**src/rtl/fetch_controller.sv**
```systemverilog
// fetch_controller
// Drives the PC increment/jump controls and the IF/ID write-enable/valid bit
// from the instruction-memory handshake, load-use stalls and EX redirects.
// Also raises a sticky flag when instruction memory stops answering.
//
// state      | meaning
// -----------+---------------------------------------------------------------
// S_BOOT     | post-reset idle, no fetch, IF/ID filled with bubbles
// S_FETCH    | normal fetch, one instruction per ready cycle
// S_REDIRECT | redirect seen while a fetch was in flight; wait for it to land
module fetch_controller #(
  parameter int ADDR_WIDTH     = 32,
  parameter int BOOT_DELAY     = 2,
  parameter int TIMEOUT_CYCLES = 255
) (
  input  logic                  clk,
  input  logic                  rst_n,
  input  logic                  stall_i,
  input  logic                  redirect_i,
  input  logic [ADDR_WIDTH-1:0] redirect_addr_i,
  input  logic                  imem_ready_i,
  output logic                  imem_req_o,
  output logic                  pc_en_o,
  output logic                  pc_jump_en_o,
  output logic [ADDR_WIDTH-1:0] pc_target_o,
  output logic                  if_id_we_o,
  output logic                  if_id_valid_o,
  output logic                  imem_timeout_o
);

  localparam int BOOT_W = (BOOT_DELAY < 1) ? 1 : $clog2(BOOT_DELAY + 1);
  localparam int TO_W   = (TIMEOUT_CYCLES < 2) ? 1 : $clog2(TIMEOUT_CYCLES + 1);

  localparam logic [BOOT_W-1:0] BOOT_LAST = BOOT_W'(BOOT_DELAY);
  localparam logic [TO_W-1:0]   TO_MAX    = TO_W'(TIMEOUT_CYCLES);

  localparam logic [1:0] S_BOOT     = 2'd0;
  localparam logic [1:0] S_FETCH    = 2'd1;
  localparam logic [1:0] S_REDIRECT = 2'd2;

  logic [1:0]            r_state;
  logic [BOOT_W-1:0]     r_boot_cnt;
  logic [ADDR_WIDTH-1:0] r_pending;
  logic [TO_W-1:0]       r_to_cnt;
  logic                  r_timeout;

  logic [1:0]            w_state_nxt;
  logic [BOOT_W-1:0]     w_boot_cnt_nxt;
  logic [ADDR_WIDTH-1:0] w_pending_nxt;
  logic [TO_W-1:0]       w_to_cnt_nxt;
  logic                  w_req;
  logic                  w_pc_en;
  logic                  w_jump;
  logic [ADDR_WIDTH-1:0] w_target;
  logic                  w_we;
  logic                  w_valid;
  logic                  w_to_hit;

  // FSM next-state and all handshake outputs; BOOT values double as the
  // reset values since the state register clears asynchronously.
  always_comb begin
    w_state_nxt    = r_state;
    w_boot_cnt_nxt = r_boot_cnt;
    w_pending_nxt  = r_pending;
    w_req          = 1'b0;
    w_pc_en        = 1'b0;
    w_jump         = 1'b0;
    w_target       = '0;
    w_we           = 1'b1;
    w_valid        = 1'b0;

    case (r_state)
      S_BOOT: begin
        if (r_boot_cnt == BOOT_LAST) begin
          w_state_nxt    = S_FETCH;
          w_boot_cnt_nxt = '0;
        end else begin
          w_boot_cnt_nxt = r_boot_cnt + 1'b1;
        end
      end

      S_FETCH: begin
        // A redirect overrides a stall: the wrong-path request must stay up
        // so the in-flight access can complete and be discarded.
        w_req    = ~(stall_i & ~redirect_i);
        w_target = redirect_addr_i;
        if (redirect_i && imem_ready_i) begin
          w_jump = 1'b1;
        end else if (redirect_i) begin
          w_pending_nxt = redirect_addr_i;
          w_state_nxt   = S_REDIRECT;
        end else if (stall_i) begin
          w_we = 1'b0;
        end else if (imem_ready_i) begin
          w_pc_en = 1'b1;
          w_valid = 1'b1;
        end
      end

      S_REDIRECT: begin
        // Newest redirect wins, including one arriving on the landing cycle.
        w_req    = 1'b1;
        w_target = redirect_i ? redirect_addr_i : r_pending;
        if (redirect_i) begin
          w_pending_nxt = redirect_addr_i;
        end
        if (imem_ready_i) begin
          w_jump      = 1'b1;
          w_state_nxt = S_FETCH;
        end
      end

      default: begin
        w_state_nxt = S_BOOT;
      end
    endcase
  end

  // Timeout counter: counts consecutive unanswered request cycles, saturating.
  always_comb begin
    w_to_cnt_nxt = '0;
    if (w_req && !imem_ready_i) begin
      w_to_cnt_nxt = (r_to_cnt == TO_MAX) ? r_to_cnt : r_to_cnt + 1'b1;
    end
    w_to_hit = (w_to_cnt_nxt == TO_MAX);
  end

  // State, counters, pending target and sticky timeout flag.
  always_ff @(posedge clk or negedge rst_n) begin
    if (!rst_n) begin
      r_state    <= S_BOOT;
      r_boot_cnt <= '0;
      r_pending  <= '0;
      r_to_cnt   <= '0;
      r_timeout  <= 1'b0;
    end else begin
      r_state    <= w_state_nxt;
      r_boot_cnt <= w_boot_cnt_nxt;
      r_pending  <= w_pending_nxt;
      r_to_cnt   <= w_to_cnt_nxt;
      r_timeout  <= r_timeout | w_to_hit;
    end
  end

  assign imem_req_o     = w_req;
  assign pc_en_o        = w_pc_en;
  assign pc_jump_en_o   = w_jump;
  assign pc_target_o    = w_target;
  assign if_id_we_o     = w_we;
  assign if_id_valid_o  = w_valid;
  assign imem_timeout_o = r_timeout;

endmodule
```
**config.mk**
```make
export PLATFORM = sky130hd
export DESIGN_NAME = fetch_controller
export DESIGN_NICKNAME = d
export VERILOG_FILES = /design/src/rtl/fetch_controller.sv
export SDC_FILE = /design/constraint.sdc
export NUM_CORES = 1
export LEC_CHECK = 0
export ABC_AREA = 1
export ABC_CLOCK_PERIOD_IN_PS = 1700
export BUFFER_PORTS_ARGS = -buffer_cell sky130_fd_sc_hd__clkbuf_2
export CORE_ASPECT_RATIO = 0.5
export CORE_UTILIZATION = 50
export DETAILED_ROUTE_END_ITERATION = 12
export PLACE_DENSITY_LB_ADDON = 0.12
export SKIP_LAST_GASP = 1
export SLEW_MARGIN = 20
export SYNTH_ARGS = -nofsm -noshare
export SYNTH_HDL_FRONTEND = slang
export SYNTH_SLANG_ARGS = --single-unit
```
**constraint.sdc**
```tcl
create_clock -name clk -period 1.7 [get_ports clk]
set_clock_uncertainty 0.05 [all_clocks]
set_input_delay 0 -clock clk [delete_from_list [all_inputs] [get_ports clk]]
set_output_delay 0 -clock clk [all_outputs]
set_load 0.05 [all_outputs]
```
==> flow_summary.html <==
<table>
<tr><th>Metric</th><th>Value</th></tr>
<tr><th colspan="2">Run status</th></tr>
<tr><td>Result of the run</td><td>finished clean</td></tr>
<tr><th colspan="2">Logic synthesis</th></tr>
<tr><td>Top cell type by total area after synthesis</td><td>sky130_fd_sc_hd__dfrtp_1</td></tr>
<tr><td>Top area cells in the synthesized netlist</td><td>sky130_fd_sc_hd__dfrtp_1, sky130_fd_sc_hd__nand2_1, sky130_fd_sc_hd__o21ai_0, sky130_fd_sc_hd__inv_1, sky130_fd_sc_hd__a21oi_1</td></tr>
<tr><td>Number of synthesized flops with an enable pin</td><td>0</td></tr>
<tr><td>Commonest cells in the synthesized netlist</td><td>sky130_fd_sc_hd__nand2_1, sky130_fd_sc_hd__o21ai_0, sky130_fd_sc_hd__inv_1</td></tr>
<tr><td>Post-synth top area share</td><td>39.37%</td></tr>
<tr><td>Dominant synthesized flop cell</td><td>sky130_fd_sc_hd__dfrtp_1</td></tr>
<tr><td>Count leader, synth</td><td>sky130_fd_sc_hd__nand2_1</td></tr>
<tr><td>Synth Instances</td><td>434</td></tr>
<tr><td>Async set-reset flop share out of synthesis</td><td>100.0%</td></tr>
<tr><td>Sequential fraction of the synthesis area</td><td>39.37%</td></tr>
<tr><td>Cell Area, Synth</td><td>2860 um2</td></tr>
<tr><td>Syn Nets</td><td>477</td></tr>
<tr><td>Avg Inst Size Synth</td><td>6.590 um2</td></tr>
<tr><td>Synth Register Bits</td><td>45</td></tr>
<tr><td>Number of distinct library cells after synthesis</td><td>21</td></tr>
<tr><td>Count of synthesis-stage warnings from yosys</td><td>0</td></tr>
<tr><th colspan="2">Drt</th></tr>
<tr><td>Total iterations of the first detailed-routing run</td><td>4</td></tr>
<tr><td>Ratio of routed vias to standard cells</td><td>5.249</td></tr>
<tr><td>Total wirelength of the detailed-routed design</td><td>7.764 mm</td></tr>
<tr><td>Post-DR wirelength/cell</td><td>13.32 um</td></tr>
<tr><td>Number of routed nets with antenna violations</td><td>0</td></tr>
<tr><td>Number of DRC markers after the initial detailed-route iteration</td><td>236</td></tr>
<tr><td>Remaining routing DRC violations</td><td>0</td></tr>
<tr><td>Total number of vias</td><td>3,060</td></tr>
<tr><th colspan="2">Clock tree</th></tr>
<tr><td>Clock sinks</td><td>45</td></tr>
<tr><td>Max Buffers Root-to-Sink</td><td>2</td></tr>
<tr><td>TritonCTS Buffers</td><td>5</td></tr>
<tr><td>Clock-pin transition on the worst setup and hold timing paths</td><td>0.06 ns</td></tr>
<tr><td>H-tree levels</td><td>2</td></tr>
<tr><td>Worst-Skew Late Latency</td><td>0.29 ns</td></tr>
<tr><td>TritonCTS clock tree</td><td>done</td></tr>
<tr><td>Clock Tree Root</td><td>sky130_fd_sc_hd__clkbuf_16</td></tr>
<tr><th colspan="2">Power</th></tr>
<tr><td>Net switching share of the total power</td><td>49.66%</td></tr>
<tr><td>P_int</td><td>0.004450 W</td></tr>
<tr><td>Clock Power Share</td><td>11.7%</td></tr>
<tr><td>Part of the power in registers</td><td>18.4%</td></tr>
<tr><td>Static power due to leakage</td><td>1.906 nW</td></tr>
<tr><td>Power Density</td><td>2037 nW/um2</td></tr>
<tr><td>Worst IR Drop VDD</td><td>1396 uV</td></tr>
<tr><td>Combinational power share</td><td>70.0%</td></tr>
<tr><td>Net switching power</td><td>0.004389 W</td></tr>
<tr><td>Power, Total</td><td>0.008839 W</td></tr>
<tr><th colspan="2">Floorplan</th></tr>
<tr><td>Overall die area</td><td>6045 um2</td></tr>
<tr><td>Number of placement rows</td><td>19</td></tr>
<tr><td># IOs</td><td>75</td></tr>
<tr><td>Chip width</td><td>109.0 um</td></tr>
<tr><td>Die H</td><td>55.48 um</td></tr>
<tr><td>Area inside the core boundary</td><td>5492 um2</td></tr>
<tr><td>Starting Density</td><td>52.08%</td></tr>
<tr><th colspan="2">Final layout</th></tr>
<tr><td>Antenna diode instance count</td><td>0</td></tr>
<tr><td>Number of nets in the layout</td><td>552</td></tr>
<tr><td>Area of all placed cells without fillers</td><td>4339 um2</td></tr>
<tr><td>Area delta synth-&gt;final</td><td>51.71%</td></tr>
<tr><td>Share of layout cells above drive strength 1</td><td>29.61%</td></tr>
<tr><td>Finished Layout Cells</td><td>583</td></tr>
<tr><th colspan="2">STA</th></tr>
<tr><td>Highest Clock Rate</td><td>589.2 MHz</td></tr>
<tr><td>Slew at the pin closest to its max-slew limit</td><td>0.5712 ns</td></tr>
<tr><td>Post-layout min period</td><td>1.697 ns</td></tr>
<tr><td>Worst relative slew slack</td><td>61.92%</td></tr>
<tr><td>Setup repair after global routing missed its margin</td><td>true</td></tr>
<tr><td>Post-route fraction of the period consumed by the critical path</td><td>99.84%</td></tr>
<tr><td>Final Hold Violating Endpoints</td><td>0</td></tr>
<tr><td>Final number of setup-violating endpoints</td><td>0</td></tr>
<tr><td>Number of slew-limit violations in the final report</td><td>0</td></tr>
<tr><th colspan="2">Place</th></tr>
<tr><td>Final weighted congestion in routability-driven placement</td><td>0.8569</td></tr>
<tr><td>Placed cell areas</td><td>3689 um2</td></tr>
<tr><td>Port Buffers</td><td>74</td></tr>
<tr><td>Inst Count DP</td><td>568</td></tr>
<tr><td>Final HPWL from detailed placement</td><td>4.751 mm</td></tr>
<tr><th colspan="2">Hold path</th></tr>
<tr><td>Start point of the worst hold path</td><td>redirect_addr_i[0]</td></tr>
<tr><td>Worst Hold Class</td><td>input pin to flop</td></tr>
<tr><td>Depth of the worst hold-timing path</td><td>5</td></tr>
<tr><td>Endpoint with the worst hold slack</td><td>r_pending[0]</td></tr>
<tr><th colspan="2">Global route</th></tr>
<tr><td>Wire length of the first global-routing pass</td><td>12.27 mm</td></tr>
<tr><td>Via count of the first global-routing pass</td><td>2,913</td></tr>
<tr><td>Overall track demand over capacity in global routing</td><td>26.06%</td></tr>
<tr><td>Number of antenna violations at the first check in global routing</td><td>0</td></tr>
<tr><td>Gr ovfl total</td><td>0</td></tr>
<tr><td>Pin count of the biggest net entering global routing</td><td>46</td></tr>
<tr><th colspan="2">Critical path</th></tr>
<tr><td>Signal arrival time at the worst endpoint</td><td>1.65 ns</td></tr>
<tr><td>Critical Path End Type</td><td>output port</td></tr>
<tr><td>Source of the worst register-to-register timing path</td><td>r_state[0]</td></tr>
<tr><td>Worst R2R Path Depth</td><td>10</td></tr>
<tr><td>Worst EP required</td><td>1.65 ns</td></tr>
<tr><td>Slack of the worst reg-to-reg path</td><td>0.07 ns</td></tr>
<tr><td>Critical path type</td><td>flop to output port</td></tr>
<tr><td>Type of origin of the critical path</td><td>flop</td></tr>
<tr><td>Max FO, Critical Path</td><td>5</td></tr>
<tr><td>End of the worst register-to-register path</td><td>imem_timeout_o</td></tr>
<tr><th colspan="2">Run</th></tr>
<tr><td>Max-capacitance violation count</td><td>0</td></tr>
</table>
==> metal layers <==
layer,global-route usage (%),part of all wire [%],up-vias,wire length (um)
met5,0,0,-,0
met4,8.880,1.5,0,120
met3,6.375,3.8,16,296
met2,46.27,50,77,3909
met1,30.62,44,1436,3439
li1,-,-,1531,-
==> power groups by stage <==
stage | sequential, W | combinational, W | clock, W
global route | 0.00165 | 0.00659 | 0.00110
detailed placement | 0.00163 | 0.00485 | 0
global placement | 0.00161 | 0.00480 | 0
CTS | 0.00161 | 0.00562 | 0.00105
finish | 0.00162 | 0.00618 | 0.00103
floorplan | 0.00160 | 0.00376 | 0
==> cell usage in the layout (no fill, tap or decap), types with 9 or more instances in the layout <==
cell / Yosys / routed
sky130_fd_sc_hd__nand3_1: 17 / 16
sky130_fd_sc_hd__dfrtp_1: 45 / 45
sky130_fd_sc_hd__buf_8: 0 / 21
sky130_fd_sc_hd__clkbuf_8: 0 / 13
sky130_fd_sc_hd__nand2_1: 160 / 159
sky130_fd_sc_hd__inv_1: 51 / 48
sky130_fd_sc_hd__o21ai_0: 64 / 64
sky130_fd_sc_hd__a21oi_4: 0 / 31
sky130_fd_sc_hd__clkbuf_2: 0 / 38
sky130_fd_sc_hd__buf_4: 2 / 9
==> layout make-up <==
class / count / area, um2
clock buffers: 7 / 152.6
clock inverters: 1 / 5.005
fillers: 376 / 1152
inverters: 54 / 205.2
multi-input cells: 309 / 1815
flip-flops and latches: 45 / 1126
well taps: 73 / 91.34
repair buffers: 94 / 943.4
==> worst max path at each step <==
stage	startpoint	end	slack, ns	cells after the start
after floorplan	r_state[1]	pc_en_o	-0.10	5
after global placement	r_state[0]	pc_target_o[5]	0.11	6
after detailed placement	r_to_cnt[0]	imem_timeout_o	0.07	11
after CTS	r_state[0]	pc_target_o[28]	-0.01	6
after global routing	r_state[0]	imem_req_o	-0.08	7
final	r_state[1]	pc_target_o[15]	0.003	6
==> registers in the layout, summed over array words and instances, names as in the netlist <==
signal and count:
r_boot_cnt 2, imem_timeout_o 1, r_state 2, r_to_cnt 8
r_pending 32
==> cell families (layout without fill, tap and decap cells) <==
logic type      count (synthesis)  count (layout)  synth area share [%]
buf+inv                        80             156                 11.37
fa+ha+maj                       6               6                 2.625
compound gates                112             112                 19.90
simple gates                  191             191                 26.73
flops                          45              45                 39.37
==> critical path, cell delays in order, from the launching register on <==
cell	delay (ns)
sky130_fd_sc_hd__dfrtp_1	0.40
sky130_fd_sc_hd__inv_2	0.10
sky130_fd_sc_hd__ha_4	0.30
sky130_fd_sc_hd__inv_4	0.07
sky130_fd_sc_hd__clkbuf_16	0.18
sky130_fd_sc_hd__a21oi_4	0.12
sky130_fd_sc_hd__clkbuf_8	0.19
==> through the flow <==
stage	setup TNS (ns)	setup slack [ns]	hold WS, ns	utilization [%]
after floorplan	-0.1046	-0.1046	-0.3456	-
after detailed placement	0	0.07328	0.07239	67.17
after global routing	-0.4507	-0.07894	0.07904	79.02
after CTS	-0.04256	-0.01473	0.02615	76.58
final	0	0.002757	0.02664	79.02
after global placement	0	0.1062	0.07504	67.17
==> what timing repair did <==
action	CTS	global route
endpoints found under the hold margin	45	0
hold buffers	1	0
buffers inserted	3	1
resized for setup	71	43
setup endpoints to repair	33	43
gates cloned	1	1
(Power assumes the default switching activity.)
